### src/rtl/sm83_pkg.sv
// sm83_pkg: shared address map constants, DMA state enum and address decode helpers.
//   HRAM_BASE/HRAM_END : internal high-RAM window
//   ADDR_IE / ADDR_DMA : interrupt-enable and OAM DMA source registers
//   OAM_BASE           : OAM DMA destination base
package sm83_pkg;
    localparam logic [15:0] HRAM_BASE = 16'hFF80;
    localparam logic [15:0] HRAM_END  = 16'hFFFE;
    localparam logic [15:0] ADDR_IE   = 16'hFFFF;
    localparam logic [15:0] ADDR_DMA  = 16'hFF46;
    localparam logic [15:0] OAM_BASE  = 16'hFE00;

    typedef enum logic [1:0] {DMA_IDLE, DMA_START, DMA_COPY} dma_state_t;

    function automatic logic is_hram(input logic [15:0] a);
        return a >= HRAM_BASE && a <= HRAM_END;
    endfunction

    function automatic logic is_ext(input logic [15:0] a);
        return !is_hram(a) && a != ADDR_IE && a != ADDR_DMA;
    endfunction
endpackage

### src/rtl/sys_bus_oam_dma.sv
// oam_dma: OAM DMA sequencer, copies LEN bytes from {src,8'h00} to OAM_BASE.
//   clk, rst       : clock, async active-high reset
//   start          : write to the DMA register (starts or restarts a transfer)
//   src            : source page (current DMA register value)
//   rdata          : external bus read data
//   active, copy   : transfer in progress / in COPY state
//   bus, addr,
//   wdata, wen     : bus request and the bus values to drive while granted
module oam_dma import sm83_pkg::*; #(
    parameter int CPB = 4,
    parameter int LEN = 160
) (
    input  logic        clk,
    input  logic        rst,
    input  logic        start,
    input  logic [7:0]  src,
    input  logic [7:0]  rdata,
    output logic        active,
    output logic        copy,
    output logic        bus,
    output logic [15:0] addr,
    output logic [7:0]  wdata,
    output logic        wen
);
    localparam int NW = $clog2(LEN) > 0 ? $clog2(LEN) : 1;
    localparam int PW = $clog2(CPB);
    localparam logic [NW-1:0] N_LAST = NW'(LEN - 1);
    localparam logic [PW-1:0] P_LAST = PW'(CPB - 1);

    dma_state_t state, state_d;
    logic [NW-1:0] n, n_d;
    logic [PW-1:0] ph, ph_d;
    logic [7:0] data;

    always_ff @(posedge clk or posedge rst) begin
        if (rst) begin
            state <= DMA_IDLE;
            n     <= '0;
            ph    <= '0;
            data  <= '0;
        end else begin
            state <= state_d;
            n     <= n_d;
            ph    <= ph_d;
            // phase 0 has the source byte on the bus; hold it for the phase-1 write
            data  <= (state == DMA_COPY && ph == '0) ? rdata : data;
        end
    end

    always_comb begin
        state_d = state;
        n_d     = n;
        ph_d    = ph;
        if (start) begin
            state_d = DMA_START;
            n_d     = '0;
            ph_d    = '0;
        end else if (state != DMA_IDLE) begin
            ph_d = ph == P_LAST ? '0 : ph + 1'b1;
            if (ph == P_LAST) begin
                if (state == DMA_START) begin
                    state_d = DMA_COPY;
                end else begin
                    state_d = n == N_LAST ? DMA_IDLE : DMA_COPY;
                    n_d     = n == N_LAST ? '0 : n + 1'b1;
                end
            end
        end
        active = state != DMA_IDLE;
        copy   = state == DMA_COPY;
        bus    = copy && (ph == '0 || ph == PW'(1));
        addr   = ph == '0 ? {src, 8'h00} + 16'(n) : OAM_BASE + 16'(n);
        wdata  = data;
        wen    = copy && ph == PW'(1);
    end
endmodule

### src/rtl/sys_bus.sv
// sys_bus: core-facing bus with HRAM, IE, OAM DMA register and external bus muxing.
//   clk, rst                     : clock, async active-high reset
//   r_addr, r_data               : core read port, 1-clock registered latency
//   w_addr, w_data, w_wen        : core write port
//   mem_addr, mem_wdata,
//   mem_wen, mem_rdata           : external single-port bus, combinational read
//   ie                           : interrupt-enable register
//   dma_active                   : OAM DMA in START or COPY
module sys_bus import sm83_pkg::*; #(
    parameter int DMA_CPB = 4,
    parameter int DMA_LEN = 160
) (
    input  logic        clk,
    input  logic        rst,
    input  logic [15:0] r_addr,
    output logic [7:0]  r_data,
    input  logic [15:0] w_addr,
    input  logic [7:0]  w_data,
    input  logic        w_wen,
    output logic [15:0] mem_addr,
    output logic [7:0]  mem_wdata,
    output logic        mem_wen,
    input  logic [7:0]  mem_rdata,
    output logic [7:0]  ie,
    output logic        dma_active
);
    logic [7:0] hram [0:126];
    logic [7:0] dma_reg, r_next, dma_wdata;
    logic [15:0] dma_addr;
    logic dma_start, dma_copy, dma_bus, dma_wen, core_wen;

    assign dma_start = w_wen && w_addr == ADDR_DMA;
    // external core writes are dropped while DMA owns the bus
    assign core_wen  = w_wen && is_ext(w_addr) && !dma_copy;

    oam_dma #(.CPB(DMA_CPB), .LEN(DMA_LEN)) u_dma (
        .clk    (clk),
        .rst    (rst),
        .start  (dma_start),
        .src    (dma_reg),
        .rdata  (mem_rdata),
        .active (dma_active),
        .copy   (dma_copy),
        .bus    (dma_bus),
        .addr   (dma_addr),
        .wdata  (dma_wdata),
        .wen    (dma_wen)
    );

    always_comb begin
        mem_addr  = rst ? r_addr : dma_bus ? dma_addr : core_wen ? w_addr : r_addr;
        mem_wdata = dma_bus ? dma_wdata : w_data;
        mem_wen   = !rst && (dma_bus ? dma_wen : core_wen);
        // external read data is unusable when the bus carries a write or DMA traffic
        r_next    = is_hram(r_addr)       ? hram[r_addr[6:0]] :
                    r_addr == ADDR_IE     ? ie :
                    r_addr == ADDR_DMA    ? dma_reg :
                    (dma_copy || core_wen) ? 8'hFF : mem_rdata;
    end

    always_ff @(posedge clk or posedge rst) begin
        if (rst) begin
            r_data  <= 8'hFF;
            ie      <= 8'h00;
            dma_reg <= 8'hFF;
        end else begin
            r_data <= r_next;
            if (w_wen && w_addr == ADDR_IE) ie <= w_data;
            if (dma_start) dma_reg <= w_data;
        end
    end

    always_ff @(posedge clk) begin
        if (w_wen && is_hram(w_addr)) hram[w_addr[6:0]] <= w_data;
    end
endmodule

### config.mk
export PLATFORM = sky130hd
export DESIGN_NAME = sys_bus
export DESIGN_NICKNAME = d
export VERILOG_FILES = /design/src/rtl/sm83_pkg.sv /design/src/rtl/sys_bus_oam_dma.sv /design/src/rtl/sys_bus.sv
export SDC_FILE = /design/constraint.sdc
export NUM_CORES = 1
export LEC_CHECK = 0
export ABC_AREA = 0
export ABC_CLOCK_PERIOD_IN_PS = 5350
export BUFFER_PORTS_ARGS = -buffer_cell sky130_fd_sc_hd__buf_2
export CORE_MARGIN = 2
export CORE_UTILIZATION = 37
export DETAILED_ROUTE_END_ITERATION = 12
export GPL_TIMING_DRIVEN = 0
export PLACE_DENSITY = 0.5
export SLEW_MARGIN = 20
export SYNTH_ARGS = -nofsm -noshare
export SYNTH_HDL_FRONTEND = slang
export SYNTH_HIERARCHICAL = 1
export SYNTH_SLANG_ARGS = --single-unit
### constraint.sdc
create_clock -name clk -period 5.35 [get_ports clk]
set_input_delay 0.535 -clock clk [delete_from_list [all_inputs] [get_ports clk]]
set_output_delay 0.535 -clock clk [all_outputs]
set_load 0.005 [all_outputs]
Yosys cells after proc, flatten, opt, wreduce, memory -nomap -nowiden
Memories as Yosys holds them, arrays and structs flattened.
Cells that the tools add are included.

operators by class
  add/sub/neg operators = 4
  order comparisons = 4
  equality and inequality tests = 12
  muxes and demuxes = 25
  reductions and logical operators = 24

operators by type and width
  cell                   number
  $mux 8                 10
  $eq 16x16->1 const B   4
  $mux 16                4
  $ge 16x16->1 const B   2
  $le 16x16->1 const B   2
  $ne 16x16->1 const B   2
  $add 16x8->16          1
  $mux 2                 8
  $logic_and 1x1->1      13
  $add 10x9->11 const A  1
  $add 8x1->8 const B    1
  $eq 8x8->1 const B     1
  $reduce_bool 2->1      3
  $eq 2x1->1 const B     2
  $eq 2x2->1 const B     2
  $logic_not 1->1        3
  $mux 1                 3
  $reduce_and 3->1       1
  $add 2x1->2 const B    1
  $logic_not 2->1        1
  $logic_or 1x1->1       2
  $ne 2x2->1 const B     1
  $reduce_and 2->1       1

word-level totals
  register bits after elaboration = 44
  memory bits (writable) = 1,016
  input port bits = 51
  logic and storage cells = 77
  memories = 1

memory list
  name  depth  width  rd ports  clocked after memory_dff  write ports  line           source
  hram  127    8      1         0                         1            sys_bus.sv:27  logic [7:0] hram [0:126];

Depth between registers and ports, before layout
Gate-level depths: netlist of run 1.

  depth in word-level cells = 12
  gate-level depth with buffers = 12
  mapped depth without buffers = 7

By module
The synthesis of run 1 kept the hierarchy.

by module, submodules not included
  module   times used  cells each  area an instance (um^2)  sequential area each (um^2)
  sys_bus  1           2,249       41,437.2                 31,129.9
  oam_dma  1           99          1,051.0                  500.5

Worst setup path after synthesis of run 1
Ideal clock, no wire load.

  kind = in2out
  start = input port w_addr[4]
  end = output port mem_addr[10]
  arrival time = 2.391 ns
  data required time = 4.815 ns
  slack = 2.424 ns
  stages on the path = 10
  cell sequence = buf_2 or4b_1 buf_2 o31a_1 o31ai_4 or3_1 buf_4 buf_6 o22ai_1 a2bb2oi_2

on the way
  word-level cells in the longest chain between the ends = 10
  elaborated cells on any way between the ends = 13
  those cells by class = order compare (2); eq/ne (2); mux (3); reduce/logical (6)

ends and longest elaborated chain
  what                                          line            source
  start, declared                               sys_bus.sv:17   input logic [15:0] w_addr,
  $ge 16x16->1 or $le 16x16->1 (tied branches)  sm83_pkg.sv:15  return a >= HRAM_BASE && a <= HRAM_END;
  $logic_and 1x1->1                             sm83_pkg.sv:15
  $logic_not 1->1                               sm83_pkg.sv:19  return !is_hram(a) && a != ADDR_IE && a != ADDR_DMA;
  $logic_and 1x1->1                             sm83_pkg.sv:19
  $logic_and 1x1->1 (*)                         sm83_pkg.sv:19
  $logic_and 1x1->1 (*) (2 in a row)            sys_bus.sv:34   assign core_wen = w_wen && is_ext(w_addr) && !dma_copy;
  $mux 16 (*) (3 in a row)                      sys_bus.sv:51   mem_addr = rst ? r_addr : dma_bus ? dma_addr : core_wen ? w_addr : r_addr;
  end, declared                                 sys_bus.sv:20   output logic [15:0] mem_addr,

Every way passes the cells marked *; elsewhere a longest branch is shown, timed or not.

Worst setup path after layout of run 1
  start = register u_dma.ph[0]
  end = output port mem_addr[5]

on the way
  word-level cells in the longest chain between the ends = 5
  elaborated cells on any way between the ends = 7
  those cells by class = eq/ne (1); mux (3); reduce/logical (3)

ends and longest elaborated chain
  what                                           line                   source
  start, declared                                sys_bus_oam_dma.sv:32  logic [PW-1:0] ph, ph_d;
  start signal, assigned                         sys_bus_oam_dma.sv:44  ph <= ph_d;
  $eq 2x1->1 or $logic_not 2->1 (tied branches)  sys_bus_oam_dma.sv:71  bus = copy && (ph == '0 || ph == PW'(1));
  $logic_or 1x1->1 (*)                           sys_bus_oam_dma.sv:71
  $logic_and 1x1->1 (*)                          sys_bus_oam_dma.sv:71
  net dma_bus                                    sys_bus.sv:30          logic dma_start, dma_copy, dma_bus, dma_wen, core_wen;
  $mux 16 (*) (2 in a row)                       sys_bus.sv:51

The timed path passes the listed nets; every way through them passes the cells marked *.

==> results.py, run 1 <==
metrics = {
    "floorplan": {
        "die_w_um": 343,
        "row_count": 124,
        "die-area_mm2": 0.118,
        "die_y_um": 343,
        "ios": 93,
        "start_util": 0.372,
        "coreArea_mm2": 0.114,
    },
    "global_route": {
        "grt_pass1_vias": 23600,
        "grt_use_total": 0.223,
        "grt_overflow": 0,
        "grt_start_max_net_pins": 89,
        "grt_first_pass_wirelength_um": 182000,
        "antenna_found_initial": 13,
    },
    "sta": {
        "hold_violations": 0,
        "finalSetupViolations": 0,
        "setup_slack_ns": 1.08,
        "final_max_slew_viol_count": 0,
        "max_freq_mhz": 234,
        "rsz0062_at_grt": "no",
        "hold_slack_ns": 0.0413,
        "worst_pin_slew_ns": 1.16,
        "finalCriticalPeriod_ns": 4.27,
        "finalClockSkew_ns": 0.0210,
        "post-route-period-util": 0.798,
        "max-slew-margin-rel": 0.224,
    },
    "routing": {
        "postRouteAntennaNets": 0,
        "drtPass1Iterations": 6,
        "wl_per_cell_um": 31.7,
        "remaining_drc_errors": 0,
        "wl_um": 132000,
        "dr.first_iter.drc_count": 2672,
        "vias_per_cell": 5.68,
        "via_count": 23600,
    },
    "critical_path": {
        "critical_path_class": "reg2out",
        "cp_num_buf_inv": 5,
        "ff2ff_path_depth": 6,
        "path_delay_family": "buffers and inverters",
        "worstPathCellList": "inv_1 -> ha_1 -> nand2_8 -> nand2_1 -> clkbuf_1 -> inv_1 -> buf_2 -> o22ai_1 -> a2bb2oi_2 -> buf_2",
        "worst-path-max-fanout": 10,
        "crit_path_start_kind": "register",
        "slowest_stage": "clkbuf_1",
        "timing.rr.start": "hram[55][2]$_DFFE_PP_",
        "critical_path.startpoint": "u_dma/ph[0]$_DFFE_PP0P_",
        "r2r-end": "r_data[2]$_DFF_PP1_",
        "max_stage_delay_ns": 0.46,
        "r2r_setup_slack_ns": 2.43,
        "crit_required_ns": 4.82,
        "cp.arrival_ns": 3.74,
        "worstSetupEndpointType": "output pin",
    },
    "status": {
        "status": "completed",
    },
    "yosys": {
        "synth_seq_area_share": 0.744,
        "synth_async_sr_flop_share": 0.0415,
        "synth_edf_count": 1016,
        "ys_types": 60,
        "syn_area_mm2": 0.0425,
        "synth.net_count": 2403,
        "syn_inst": 2348,
        "yosys_most_used_dff": "edfxtp_1",
        "syn_area_per_cell_um2": 18.1,
        "yosysWarnings": 6,
        "synth_seq_cells": 1060,
    },
    "hold_path": {
        "min_path_type": "in2async",
    },
    "pwr": {
        "power_per_cell_area_mw_per_mm2": 375,
        "vdd_ir_drop_max_mv": 0.272,
        "p_leak_nw": 16.1,
    },
    "clock_network": {
        "clk_latency_ns": 0.70,
        "cts.clk_slew.worst_paths_ns": 0.06,
        "cts_tree": "done",
        "cts.sinks": 1060,
        "cts_buffers": 111,
        "cts_setup_buffers": 0,
        "cts_resized": 0,
        "hold_buffers": 0,
        "cts-root-buf": "clkbuf_16",
        "htreeDepth": 3,
        "clockBufferDepth": 3,
    },
    "place": {
        "dp_cells": 3955,
        "place_hpwl_um": 90700,
        "post_dp_cell_area_mm2": 0.0451,
        "place.gp.congestion": 0.937,
        "port_buffers": 85,
        "pre_cts_ws_ns": 0.663,
    },
    "job": {
        "drv_cap": 0,
    },
    "layout": {
        "nFillCells": 10200,
        "final_common_cell": "edfxtp_1",
        "seqCellArea_mm2": 0.0316,
        "final_cells": 4165,
        "area_growth_pct": 14.7,
        "fin_util": 0.427,
        "layout-drive-gt1-share": 0.200,
        "final_cell_mix": "edfxtp_1, mux2i_1, nor2_1",
        "finish.instance_area_mm2": 0.0487,
        "finalNetCount": 2611,
        "multi_input_area_mm2": 0.0101,
        "largest_reg_flops": 1016,
    },
}
## metrics by stage
stage | setup TNS, ns | total power, mW
floorplan | 0 | 10.2
global placement | -0.221 | 10.8
detailed placement | 0 | 10.8
CTS | 0 | 18.4
global route | 0 | 18.8
finish | 0 | 18.3
## power by group
| group | switching (mW) | total [mW] | internal [mW] |
|---|---|---|---|
| Clock | 3.20 | 7.62 | 4.42 |
| Sequential | 0.0566 | 9.21 | 9.16 |
| Combinational | 0.931 | 1.45 | 0.522 |
| Total | 4.19 | 18.3 | 14.1 |
## kinds of logic (layout without fill, tap and decap cells)
family                     count (synthesis)  in the layout  synth area share
adders and majority gates                  4              4           0.00118
and+or+nand+nor                          387            387            0.0416
muxes                                    468            468             0.147
buffers and inverters                    146            448            0.0174
xor gates and xnor gates                   3              3          0.000619
other                                      0              3                 0
DFF                                     1060           1060             0.744
AOI/OAI and AO/OA                        280            280            0.0479
## cell type report
| type | instances | share of cell area |
|---|---|---|
| clock buffer | 153 | 0.0645 |
| multi-input combinational | 1142 | 0.208 |
| tap | 1512 | 0.0388 |
| antenna | 3 | 0.000154 |
| sequential | 1060 | 0.649 |
| timing repair buffer | 95 | 0.0150 |
| inverter | 14 | 0.00108 |
| clock inverter | 54 | 0.00937 |
| buffer | 132 | 0.0144 |
## cell usage after synthesis (all sizes together), types with 2 or more instances
cell type  instances  area, um^2
a22oi            129         968
mux2              49         582
clkinv             2        7.51
a221oi             8        70.1
and4               3        26.3
mux2i            302        3020
edfxtp          1016       30500
nor2b              9        56.3
a41oi              2        17.5
nand2             80         324
dfstp             16         420
dfrtp             28         701
a2111oi            3        26.3
o31ai              2        28.8
and3               4        25.0
o221ai             7        61.3
o211ai             7        52.6
nor3              18         100
nor2             161         604
ha                 4        50.1
nor4               3        18.8
a2bb2oi           15         188
inv               12        45.0
a211oi             9        67.6
xor2               3        26.3
nand3b             2        15.0
a31oi             10        62.6
or3                4        25.0
nand4             15        93.8
and2               4        26.3
nand3             69         345
mux4             117        2640
o22ai             24         150
o21ai             27         135
clkbuf            61         229
nand2b            10        62.6
buf               71         458
a21oi             31         155
## worst reg2reg max path: stages (launching register included)
cell and delay (ns):
edfxtp_1 0.36, mux4_2 0.50, mux2_2 0.31, a22oi_1 0.42
o211ai_1 0.22, a211oi_1 0.62, a221oi_1 0.34
## layer usage
metal  GRT usage  routed length [um]  vias to the layer above
met1       0.309               55600                    12600
met3      0.0524               11000                      196
met4      0.0635                3850                       14
met2       0.352               61700                      967
met5           0                  92                        -
li1            -                   -                     9896
## worst max path at each step
stage	cells after the start	slack [ns]	to
finish	10	1.08	mem_addr[5]
global route	10	0.84	mem_addr[5]
CTS	10	1.09	mem_addr[4]
detailed placement	8	0.66	r_data[1]$_DFF_PP1_
global placement	8	-0.22	r_data[6]$_DFF_PP1_
floorplan	10	2.42	mem_addr[10]
No activity file was read; power rests on OpenSTA's default activity.
==> run 2: changes to the inputs <==
Settings changed: ABC_CLOCK_PERIOD_IN_PS 5350 to 4150.
Clock period 5.35 ns to 4.15 ns, I/O delays scaled along.
==> run 2 against run 1 <==
Against the previous run:
- clock power grew 29%
- combinational power grew 30%
- largest power group unchanged
- sequential share of layout area shrank 0.12 points
- critical path type is now in2reg
- die area is the same
- power grew 29%
- largest cell class unchanged
- first-iteration DRC count grew 8.3%
- clock-buffer cell count is the same
- sequential power grew 29%
- wire length grew 0.13%
- register-to-register slack lost 1.2 ns
- hold slack gained 0.075 ns
==> results.py, run 2 (synthesis results as in run 1) <==
metrics = {
    "routing": {
        "postRouteAntennaNets": 0,
        "vias_per_cell": 5.66,
        "remaining_drc_errors": 0,
        "dr.first_iter.drc_count": 2895,
        "wl_um": 132000,
        "via_count": 23600,
        "drtPass1Iterations": 6,
        "wl_per_cell_um": 31.7,
    },
    "sta": {
        "finalSetupViolations": 0,
        "finalCriticalPeriod_ns": 4.06,
        "worst_pin_slew_ns": 1.20,
        "hold_violations": 0,
        "setup_slack_ns": 0.0873,
        "rsz0062_at_grt": "no",
        "post-route-period-util": 0.979,
        "tns_ns": 0,
        "max_freq_mhz": 246,
        "finalClockSkew_ns": 0.0219,
        "max-slew-margin-rel": 0.199,
        "final_max_slew_viol_count": 0,
    },
    "layout": {
        "fin_util": 0.428,
        "final_common_cell": "edfxtp_1",
        "final_cells": 4172,
        "finish.instance_area_mm2": 0.0488,
        "largest_reg_flops": 1016,
        "area_growth_pct": 14.9,
        "final_cell_mix": "edfxtp_1, mux2i_1, nor2_1",
        "finalNetCount": 2620,
        "layout-drive-gt1-share": 0.200,
    },
    "hold_path": {
        "min_path_type": "in2reg",
    },
    "critical_path": {
        "r2r_setup_slack_ns": 1.20,
        "cp.arrival_ns": 4.59,
        "critical_path_class": "in2reg",
        "worstSetupEndpointType": "register",
        "crit_required_ns": 4.67,
        "worst-path-max-fanout": 10,
        "crit_path_start_kind": "input port",
    },
    "clock_network": {
        "cts_setup_buffers": 0,
        "cts_tree": "done",
        "clockBufferDepth": 3,
        "cts.sinks": 1060,
        "htreeDepth": 3,
        "cts-root-buf": "clkbuf_16",
        "cts_buffers": 111,
        "clk_latency_ns": 0.71,
        "cts.clk_slew.worst_paths_ns": 0.06,
    },
    "global_route": {
        "antenna_found_initial": 13,
        "grt_first_pass_wirelength_um": 182000,
        "grt_overflow": 0,
        "grt_pass1_vias": 23600,
        "grt_use_total": 0.223,
        "grt_start_max_net_pins": 89,
    },
    "place": {
        "place_hpwl_um": 90700,
        "place.gp.congestion": 0.937,
        "dp_cells": 3955,
        "port_buffers": 85,
        "pre_cts_ws_ns": -0.417,
        "post_dp_cell_area_mm2": 0.0451,
    },
    "floorplan": {
        "die_y_um": 343,
        "die-area_mm2": 0.118,
        "coreArea_mm2": 0.114,
        "ios": 93,
        "row_count": 124,
        "start_util": 0.372,
        "die_w_um": 343,
    },
    "pwr": {
        "p_leak_nw": 16.2,
        "power_per_cell_area_mw_per_mm2": 483,
        "vdd_ir_drop_max_mv": 0.349,
    },
    "status": {
        "status": "completed",
    },
    "job": {
        "drv_cap": 0,
    },
}
-- run 2: cell count changes in the layout (fill, tap and decap cells not counted), sizes merged --
cell | previous run | this run
dlygate4sd3 | 0 | 9
diode | 3 | 1
-- run 2: worst paths after layout --
check	start	to	depth (start not counted)
min in group asynchronous	rst	u_dma/n[4]$_DFFE_PP0P_	3
worst min-delay path	w_data[7]	dma_reg[7]$_DFFE_PP1P_	3
max in group asynchronous	rst	r_data[1]$_DFF_PP1_	5
worst min register to register	dma_reg[3]$_DFFE_PP1P_	dma_reg[3]$_DFFE_PP1P_	2
worst max register to register	hram[55][0]$_DFFE_PP_	r_data[0]$_DFF_PP1_	6
worst max-delay path	r_addr[1]	r_data[0]$_DFF_PP1_	10
-- run 2: per-stage QoR --
stage | total power [mW] | hold slack, ns
3_3_place_gp | 13.9 | 0.481
4_1_cts | 23.7 | 0.0832
5_1_grt | 24.2 | 0.124
6_report | 23.6 | 0.117
2_1_floorplan | 13.1 | 0.379
3_5_place_dp | 14.0 | 0.465
-- run 2: timing repair --
| item | CTS | global route |
|---|---|---|
| gates resized for setup | 0 | 3 |
| hold buffers | 9 | 0 |
| hold endpoints to repair | 28 | 0 |
| setup endpoints to repair | 0 | 10 |
-- run 2: area by class of cell --
type                            count  area [um^2]
Antenna cell                        1         2.50
Buffer                            132          702
Clock buffer                      153         3140
Clock inverter                     54          457
Fill cell                       10100        65400
Inverter                           14         52.6
Multi-Input combinational cell   1142        10100
Sequential cell                  1060        31600
Tap cell                         1512         1890
Timing Repair Buffer              104          823
-- run 2: worst max-delay path, stage by stage --
cell and delay, ns:
buf_2 0.28, buf_2 0.49, and2_1 0.22, clkbuf_1 0.72
clkbuf_1 0.61, nand2_1 0.25, a31oi_1 0.33, o211ai_1 0.19
a211oi_1 0.67, a221oi_1 0.38
-- run 2: metal layers --
layer  global-route usage  up-vias  part of all wire
met5                    0        -           0.00076
met4               0.0635       16             0.029
met3               0.0524      197             0.081
met2                0.352      974              0.47
met1                0.309    12500              0.42
li1                     -     9909                 -
-- run 2: where the power goes --
group	internal [mW]	switching [mW]	leakage (nW)
Clock	5.70	4.12	1.76
Combinational	0.681	1.20	4.78
Sequential	11.8	0.0729	9.65
